[config.mk]
export PLATFORM = sky130hd
export DESIGN_NAME = pipelined_logic_unit
export DESIGN_NICKNAME = d
export VERILOG_FILES = /design/src/rtl/pipelined_logic_unit.sv
export SDC_FILE = /design/constraint.sdc
export NUM_CORES = 1
export LEC_CHECK = 0
export CORE_ASPECT_RATIO = 0.7
export CORE_MARGIN = 8
export CORE_UTILIZATION = 57
export CTS_CLUSTER_SIZE = 16
export DETAILED_ROUTE_END_ITERATION = 6
export GPL_ROUTABILITY_DRIVEN = 0
export GPL_TIMING_DRIVEN = 0
export MAX_ROUTING_LAYER = met4
export PLACE_DENSITY = 0.84
export REMOVE_ABC_BUFFERS = 1
export SLEW_MARGIN = 15
export SYNTH_ARGS = -nofsm -noshare
export SYNTH_HDL_FRONTEND = slang
export SYNTH_SLANG_ARGS = --single-unit
[constraint.sdc]
create_clock -name clk -period 4.45 [get_ports clk]
set_clock_uncertainty 0.2 [all_clocks]
set_input_delay 0.445 -clock clk [delete_from_list [all_inputs] [get_ports clk]]
set_output_delay 0.445 -clock clk [all_outputs]
set_load 0.03 [all_outputs]
[src/rtl/pipelined_logic_unit.sv]
// pipelined_logic_unit: parametrised bitwise logic unit with a STAGES-deep valid/ready pipe and Z/N flags
// Ports:
//   clk, reset_n            clock, asynchronous active-low reset
//   in_valid/in_ready       input handshake; a, b, op, set_flags, in_tag travel with it
//   flush                   kills every in-flight entry on the next edge
//   out_valid/out_ready     output handshake; result and out_tag come from the last stage
//   flag_z, flag_n          zero/negative flags, updated only when a set_flags entry retires
module pipelined_logic_unit #(
    parameter int WIDTH  = 64,
    parameter int STAGES = 2,
    parameter int TAG_W  = 5
) (
    input  logic             clk,
    input  logic             reset_n,
    input  logic             in_valid,
    output logic             in_ready,
    input  logic [WIDTH-1:0] a,
    input  logic [WIDTH-1:0] b,
    input  logic [2:0]       op,
    input  logic             set_flags,
    input  logic [TAG_W-1:0] in_tag,
    input  logic             flush,
    output logic             out_valid,
    input  logic             out_ready,
    output logic [WIDTH-1:0] result,
    output logic [TAG_W-1:0] out_tag,
    output logic             flag_z,
    output logic             flag_n
);
    logic [STAGES-1:0] vld, sf, adv;
    logic [WIDTH-1:0]  dat [STAGES];
    logic [TAG_W-1:0]  tg  [STAGES];
    logic [WIDTH-1:0]  fn_out;
    logic              go;

    always_comb begin
        case (op)
            3'b000:  fn_out = a & b;
            3'b001:  fn_out = a | b;
            3'b010:  fn_out = a ^ b;
            3'b011:  fn_out = a & ~b;
            3'b100:  fn_out = a | ~b;
            3'b101:  fn_out = ~(a ^ b);
            3'b110:  fn_out = a;
            default: fn_out = ~b;
        endcase
    end

    // A stage moves when it is empty or everything downstream moves, so bubbles collapse.
    always_comb begin
        adv = '0;
        go  = out_ready;
        for (int k = STAGES - 1; k >= 0; k--) begin
            go     = !vld[k] | go;
            adv[k] = go;
        end
    end

    assign in_ready  = adv[0] & ~flush;
    assign out_valid = vld[STAGES-1];
    assign result    = dat[STAGES-1];
    assign out_tag   = tg[STAGES-1];

    always_ff @(posedge clk or negedge reset_n) begin
        if (!reset_n) begin
            vld    <= '0;
            sf     <= '0;
            flag_z <= 1'b0;
            flag_n <= 1'b0;
            for (int k = 0; k < STAGES; k++) begin
                dat[k] <= '0;
                tg[k]  <= '0;
            end
        end else begin
            if (adv[0]) begin
                vld[0] <= in_valid & in_ready;
                dat[0] <= fn_out;
                tg[0]  <= in_tag;
                sf[0]  <= set_flags;
            end
            for (int k = 1; k < STAGES; k++) begin
                if (adv[k]) begin
                    vld[k] <= vld[k-1];
                    dat[k] <= dat[k-1];
                    tg[k]  <= tg[k-1];
                    sf[k]  <= sf[k-1];
                end
            end
            if (flush)
                vld <= '0;
            // A retiring entry still updates the flags even when flush is high.
            if (out_valid & out_ready & sf[STAGES-1]) begin
                flag_z <= (result == '0);
                flag_n <= result[WIDTH-1];
            end
        end
    end
endmodule

[Yosys cells after proc, flatten, opt, wreduce, memory -nomap -nowiden]
Cells that the tools add are included.
Operators by class
  eq/ne operators: 6
  bitwise gates (word level): 14
  mux-type cells: 4
  reductions and logical operators: 6
Operators by type and width (number)
  64-bit one-hot mux with 7 select lines: 1
  64-bit bitwise AND: 2
  64-bit NOT: 2
  64-bit bitwise OR: 2
  64-bit logical NOT: 1
  64-bit XOR: 1
  3-bit == test, second input constant: 3
  3-bit by 2-bit == test with 1-bit output, second input constant: 2
  1-bit bitwise AND: 4
  2-bit nonzero test: 2
  3-bit by 1-bit == test with 1-bit output, second input constant: 1
  3-bit logical NOT: 1
  1-bit logical NOT: 2
  1-bit two-way mux: 2
  2-bit two-way mux: 1
  1-bit bitwise OR: 2
  1-bit NOT: 1
Word-level totals
  register bits after elaboration: 144

[Depth between registers and ports, before layout]
  depth in word-level cells: 7
  mapped depth: 7

[Worst setup path before layout]
No wires, ideal clock.
  path type: reg2out
  from: register vld[1]
  to: output in_ready
  data required time: 3.805 ns
  data arrival time: 1.408 ns
  cell stages (with the launch flop): 5
  path slack: 2.397 ns
  buffers on the path: 1
  cell sequence: dfrtp_1 > nand2b_1 > clkbuf_1 > nor2_1 > nor2_1
On the way
  word-level cells in the longest chain between the ends: 4
RTL lines
  start: declaration: RTL line 30  | logic [STAGES-1:0] vld, sf, adv;
  start signal: indexed assignment: RTL line 83  | vld[k] <= vld[k-1];
  1-bit logical NOT: RTL line 54  | go = !vld[k] | go;
  1-bit bitwise OR (2 in series): RTL line 54
  1-bit bitwise AND: RTL line 59  | assign in_ready = adv[0] & ~flush;
  end: declaration: RTL line 16  | output logic in_ready,
No other way between the ends.

[Worst setup path in the final report]
  from: input out_ready
  to: output in_ready
On the way
  word-level cells in the longest chain between the ends: 3
RTL lines
  start: declaration: RTL line 24  | input logic out_ready,
  1-bit bitwise OR (2 in series): RTL line 54
  1-bit bitwise AND: RTL line 59
No other way between the ends.

==> impl_metrics.csv <==
group,metric,value,unit
finish,final_common_cell,"nand2_1",
setup_path,worst_r2r_path_depth,6,
power_and_ir_drop,peakVddDrop,219,µV
finish,drive_gt1_share,4.39,%
timing,layout_setup_ws,1.13,ns
synth,synth_cell_type_count,28,
timing,min_period_over_period,74.6,%
power_and_ir_drop,power_density,324,nW/µm²
clocking,clk_latency,0.42,ns
hold_path,holdCritStartpoint,"out_tag[0]$_DFFE_PN0P_",
global_route,grt_pass1_wl,46300,µm
timing,tightest_slew,0.842,ns
routing,ant_nets,0,
routing,drt-initial-drc-count,872,
placement,dp_hpwl,19000,µm
die,num_io_pins,215,
synth,syn_area,10300,µm²
placement,dp_slack,1.14,ns
routing,vias,9983,
routing,wl_per_cell,17.2,µm
global_route,grt_overflow,0,
clocking,ctsResizeCount,0,
global_route,first_global_vias,9136,
timing,hold_viol_final,0,
timing,period_minus_slack,3.32,ns
setup_path,cp.arrival,2.67,ns
setup_path,cp-end-kind,"output port",
timing,max_freq,301,MHz
timing,setup_viol,0,
placement,portBuffers,214,
global_route,antenna_found_initial,1,
hold_path,worstHoldPathType,"reg2reg",
timing,slew_viol_final,0,
hold_path,min_to,"out_tag[0]$_DFFE_PN0P_",
clocking,cts-root-buf,"clkbuf_16",
power_and_ir_drop,p_leak,5.31,nW
finish,synthToLayoutAreaGrowth,21.2,%
finish,layout_common_cells,"nand2_1, clkdlybuf4s50_1, dfrtp_1",
routing,viasPerCell,5.97,
clocking,cts_made_buffers,17,
synth,ys_ff_latch,144,
clocking,cts_tree,"yes",
clocking,clk_path_buf_depth,2,
setup_path,critPathRequiredTime,3.81,ns
synth,yosysWarnings,0,
clocking,cts_sinks,144,
clocking,clk_pin_slew,0.06,ns
placement,placed_area,11900,µm²
die,row_count,41,
die,die_width,177,µm
setup_path,reg2reg_slack,2.21,ns
job,drv_cap,0,
routing,drt-total-wl,28800,µm
outcome,outcome,"finished, final reports clean",
setup_path,r2r-end,"dat[82]$_DFFE_PN0N_",
routing,detail_route.first_pass.iterations,5,
global_route,grt_use_total,25.6,%
setup_path,worstSetupPathType,"in2out",
finish,final_area,12500,µm²
die,initial_utilization,57.7,%
routing,drc_errors,0,
power_and_ir_drop,total_power,4.05,mW
synth,postSynthCellCount,1353,
hold_path,worstHoldPathCells,2,
die,core,17900,µm²
die,dieArea,22700,µm²
synth,synth-seq-area-share,34.9,%
timing,grt_setup_unrepaired,"no",
global_route,grt_max_degree,128,
clocking,htreeDepth,4,
die,die_h,129,µm
setup_path,reg2reg_from,"vld[1]$_DFFE_PN0P_",
timing,slew_headroom,43.9,%
synth,synth.avg_cell_area,7.63,µm²
setup_path,crit_path_start_kind,"input pin",
finish,nets,1563,
setup_path,cp_max_fo,56,
[registers in the layout, indices dropped and copies added (netlist names)]
name / cells
tg: 5
result: 64
vld: 2
dat: 64
flag_z: 1
out_tag: 5
flag_n: 1
sf: 2
[power by group]
group | total (mW) | switching [mW] | internal (mW)
Sequential | 1.59 | 0.119 | 1.47
Combinational | 1.12 | 0.614 | 0.502
Clock | 1.34 | 0.546 | 0.795
[what timing repair did]
action                    CTS  global route
hold buffers                1             0
hold endpoints to repair   65             0
buffers inserted            0             0
[synthesized netlist by cell type]
library cell	instances	area share, %
or4_1	2	0.15
nand4_1	3	0.18
clkbuf_1	35	1.3
nand2_2	1	0.061
nand3_1	65	3.1
nor3_1	1	0.048
o21ai_1	38	1.8
nand2b_1	67	4.1
a22o_1	1	0.085
a21oi_1	116	5.6
inv_1	1	0.036
buf_2	50	2.4
nor4_1	15	0.91
a21oi_2	13	1.1
nand2_1	293	11
nor2b_1	129	7.8
a221oi_1	64	5.4
dfrtp_1	144	35
a211o_1	64	5.4
buf_4	76	5.5
clkbuf_2	2	0.097
or3_1	64	3.9
or2_1	1	0.061
o21ai_0	26	1.3
buf_8	1	0.15
buf_6	12	1.3
mux2_2	1	0.11
nor2_1	68	2.5
[logic make-up (layout without fill, tap and decap cells)]
| kind of cell | after synthesis | in the layout | share of synthesized area (%) |
|---|---|---|---|
| compound gates | 322 | 322 | 20.8 |
| buf+inv | 177 | 258 | 10.8 |
| flops | 144 | 144 | 34.9 |
| mux | 1 | 1 | 0.109 |
| other cells | 0 | 1 | 0 |
| simple gates | 709 | 709 | 33.4 |
[area by class of cell]
class,count,area [µm²]
diodes,1,2.50
clock buffers,22,464
clock inverters,10,86.3
fillers,1453,5390
inverters,1,3.75
multi-input cells,1032,5650
flip-flops and latches,144,3600
well taps,236,295
repair buffers,225,2400
[metrics by stage]
stage	TNS (ns)	util [%]	cells	hold WS, ns
global placement	-914.25	65.1	1627	0.250
floorplan	-79.79	-	1177	-0.0506
global route	0	69.9	1671	0.279
finish	0	69.9	1671	0.266
detailed placement	0	66.7	1637	0.234
CTS	0	69.9	1670	0.270
[how the worst max path moves through the flow]
| stage | endpoint | from | slack, ns | depth (start not counted) |
|---|---|---|---|---|
| after floorplan | dat[109]$_DFFE_PN0N_ | vld[1]$_DFFE_PN0P_ | -1.18 | 4 |
| after global placement | dat[88]$_DFFE_PN0N_ | op[1] | -5.71 | 5 |
| after detailed placement | in_ready | out_ready | 1.14 | 6 |
| after CTS | in_ready | out_ready | 1.13 | 6 |
| after global routing | in_ready | out_ready | 0.95 | 6 |
| final | in_ready | out_ready | 1.13 | 6 |
[critical path: stages]
cell	delay, ns
clkdlybuf4s50_1	0.49
nand2b_4	0.30
buf_16	0.27
nor2_1	0.48
nor2_1	0.08
clkdlybuf4s50_1	0.61
[layer usage]
metal / part of all wire (%) / wire (µm) / global-route usage (%) / up-vias
met4: 1.6 / 451 / 7.24 / 0
li1: - / - / - / 4767
met3: 9.4 / 2700 / 6.91 / 40
met1: 44 / 12700 / 33.6 / 4802
met5: 0 / 0 / - / -
met2: 45 / 12900 / 38.4 / 374
(Power assumes the default switching activity.)
==> edit, RTL diff (config.mk and constraints unchanged) <==
Reset style: synchronous (`reset_n`), changed in one clocked block. Comments in the files are not updated.
--- a/src/rtl/pipelined_logic_unit.sv
+++ b/src/rtl/pipelined_logic_unit.sv
@@ -61,7 +61,7 @@
     assign result    = dat[STAGES-1];
     assign out_tag   = tg[STAGES-1];
 
-    always_ff @(posedge clk or negedge reset_n) begin
+    always_ff @(posedge clk) begin
         if (!reset_n) begin
             vld    <= '0;
             sf     <= '0;
Formal check against the unedited RTL: differs if reset_n is asserted again (counterexample within 4 cycles, from zero or initial values and one cycle with reset_n low); with reset_n held inactive, the same outputs for 4 cycles.
==> edit against the original RTL <==
  * Sequential cell count is the same
  * Wire length shrank 5.2%
  * Largest cell class unchanged
  * Die area shrank 4.2%
  * Total power shrank 1.7%
  * Worst setup slack gained 370 ps
  * Fmax grew 13%
  * Area after synthesis shrank 4.7%
  * Final area shrank 2.1%
  * Cell count shrank 17%
  * Sequential share of layout area grew 6.0 points
==> edit: results (changes against the original RTL) <==
==================================================================================
Run status .......................................................... finished, final reports clean
Reg-to-reg startpoint ............................................... vld[1]$_SDFFE_PP0P_
Cell count of the worst reg-to-reg path .............................            5   -1
Register-to-Register Setup Slack ....................................      1880 ps   -330 ps
Pre-Repair DR Iteration Count .......................................            6   +1
Number of antenna violations at the first check in global routing ...            2   +1
Slew HR .............................................................        43.3%   -0.56 points
Detailed-routed wire length on met2 .................................    12,400 um   -4.2%
Vias per Instance ...................................................         6.05   +1.3%
Share of final-layout standard cells stronger than drive strength 1 .        9.92%   +5.5 points
Min-Delay Startpoint ................................................ flag_z$_SDFFE_PN0P_
Count of fill cells added during filler insertion ...................        1,255   -14%
WL met1 .............................................................    12,000 um   -5.7%
Global-route total usage across every layer .........................        24.9%   -0.64 points
Leak pwr ............................................................      4.71 nW   -11%
Routing usage on met1 ...............................................        32.3%   -1.4 points
Top cells by count, synth ........................................... sky130_fd_sc_hd__edfxtp_1, sky130_fd_sc_hd__nand2_1, sky130_fd_sc_hd__nand2b_1
Multiplexer area fraction after synthesis ...........................        7.53%   +7.4 points
Power attributed to sequential cells ................................    0.00163 W   +3%
Worst Hold End ...................................................... flag_z$_SDFFE_PN0P_
Yosys cell types ....................................................           30   +7.1%
Wire length per cell after detailed routing .........................      19.6 um   +14%
Grt met3 use ........................................................        8.00%   +1.1 points
Dpl hpwl ............................................................    17,600 um   -7.6%
Final nets ..........................................................        1,289   -18%
Internal portion of total power .....................................    0.00297 W   +7.0%
Share of synthesized area occupied by flip-flops and latches ........        43.3%   +8.4 points
FFs w/ async S/R, synth .............................................           0%   -100 points
Compound-cell area share of the yosys netlist .......................        17.2%   -3.5 points
Number of enable flip-flop cells after synthesis ....................          138   +138
Maximum number of pins on one net before global-route repair ........           84   -34%
Vias in the first global route ......................................        8,078   -12%
Biggest cell delay along the critical path ..........................       680 ps   +70 ps
Post-placement worst setup slack ....................................      1280 ps   +145 ps
Worst reg2reg path endpoint ......................................... dat[0][38]$_SDFFCE_PN0P_
Met3 Wirelength .....................................................      2520 um   -6.7%
==================================================================================
[edit: layout make-up]
cell class | count | area share [%]
Tap cell | 231 | 2.36
Timing Repair Buffer | 222 | 18.9
Clock buffer | 19 | 3.53
Multi-Input combinational cell | 762 | 38.6
Sequential cell | 144 | 34.8
Clock inverter | 12 | 1.71
Antenna cell | 2 | 0.0409
[edit: stage by stage]
| step | util, % | power [W] | hold slack [ps] | area, um2 | instances |
|---|---|---|---|---|---|
| 5_1_grt | 72.0 | 0.00412 | 285 | 12200 | 1392 |
| 6_report | 72.0 | 0.00398 | 268 | 12200 | 1392 |
| 4_1_cts | 71.9 | 0.00399 | 266 | 12200 | 1390 |
| 3_5_place_dp | 68.2 | 0.00244 | 258 | 11600 | 1359 |
| 3_3_place_gp | 66.9 | 0.00241 | 246 | 11400 | 1351 |
| 2_1_floorplan | - | 0.00203 | 240 | 8950 | 906 |
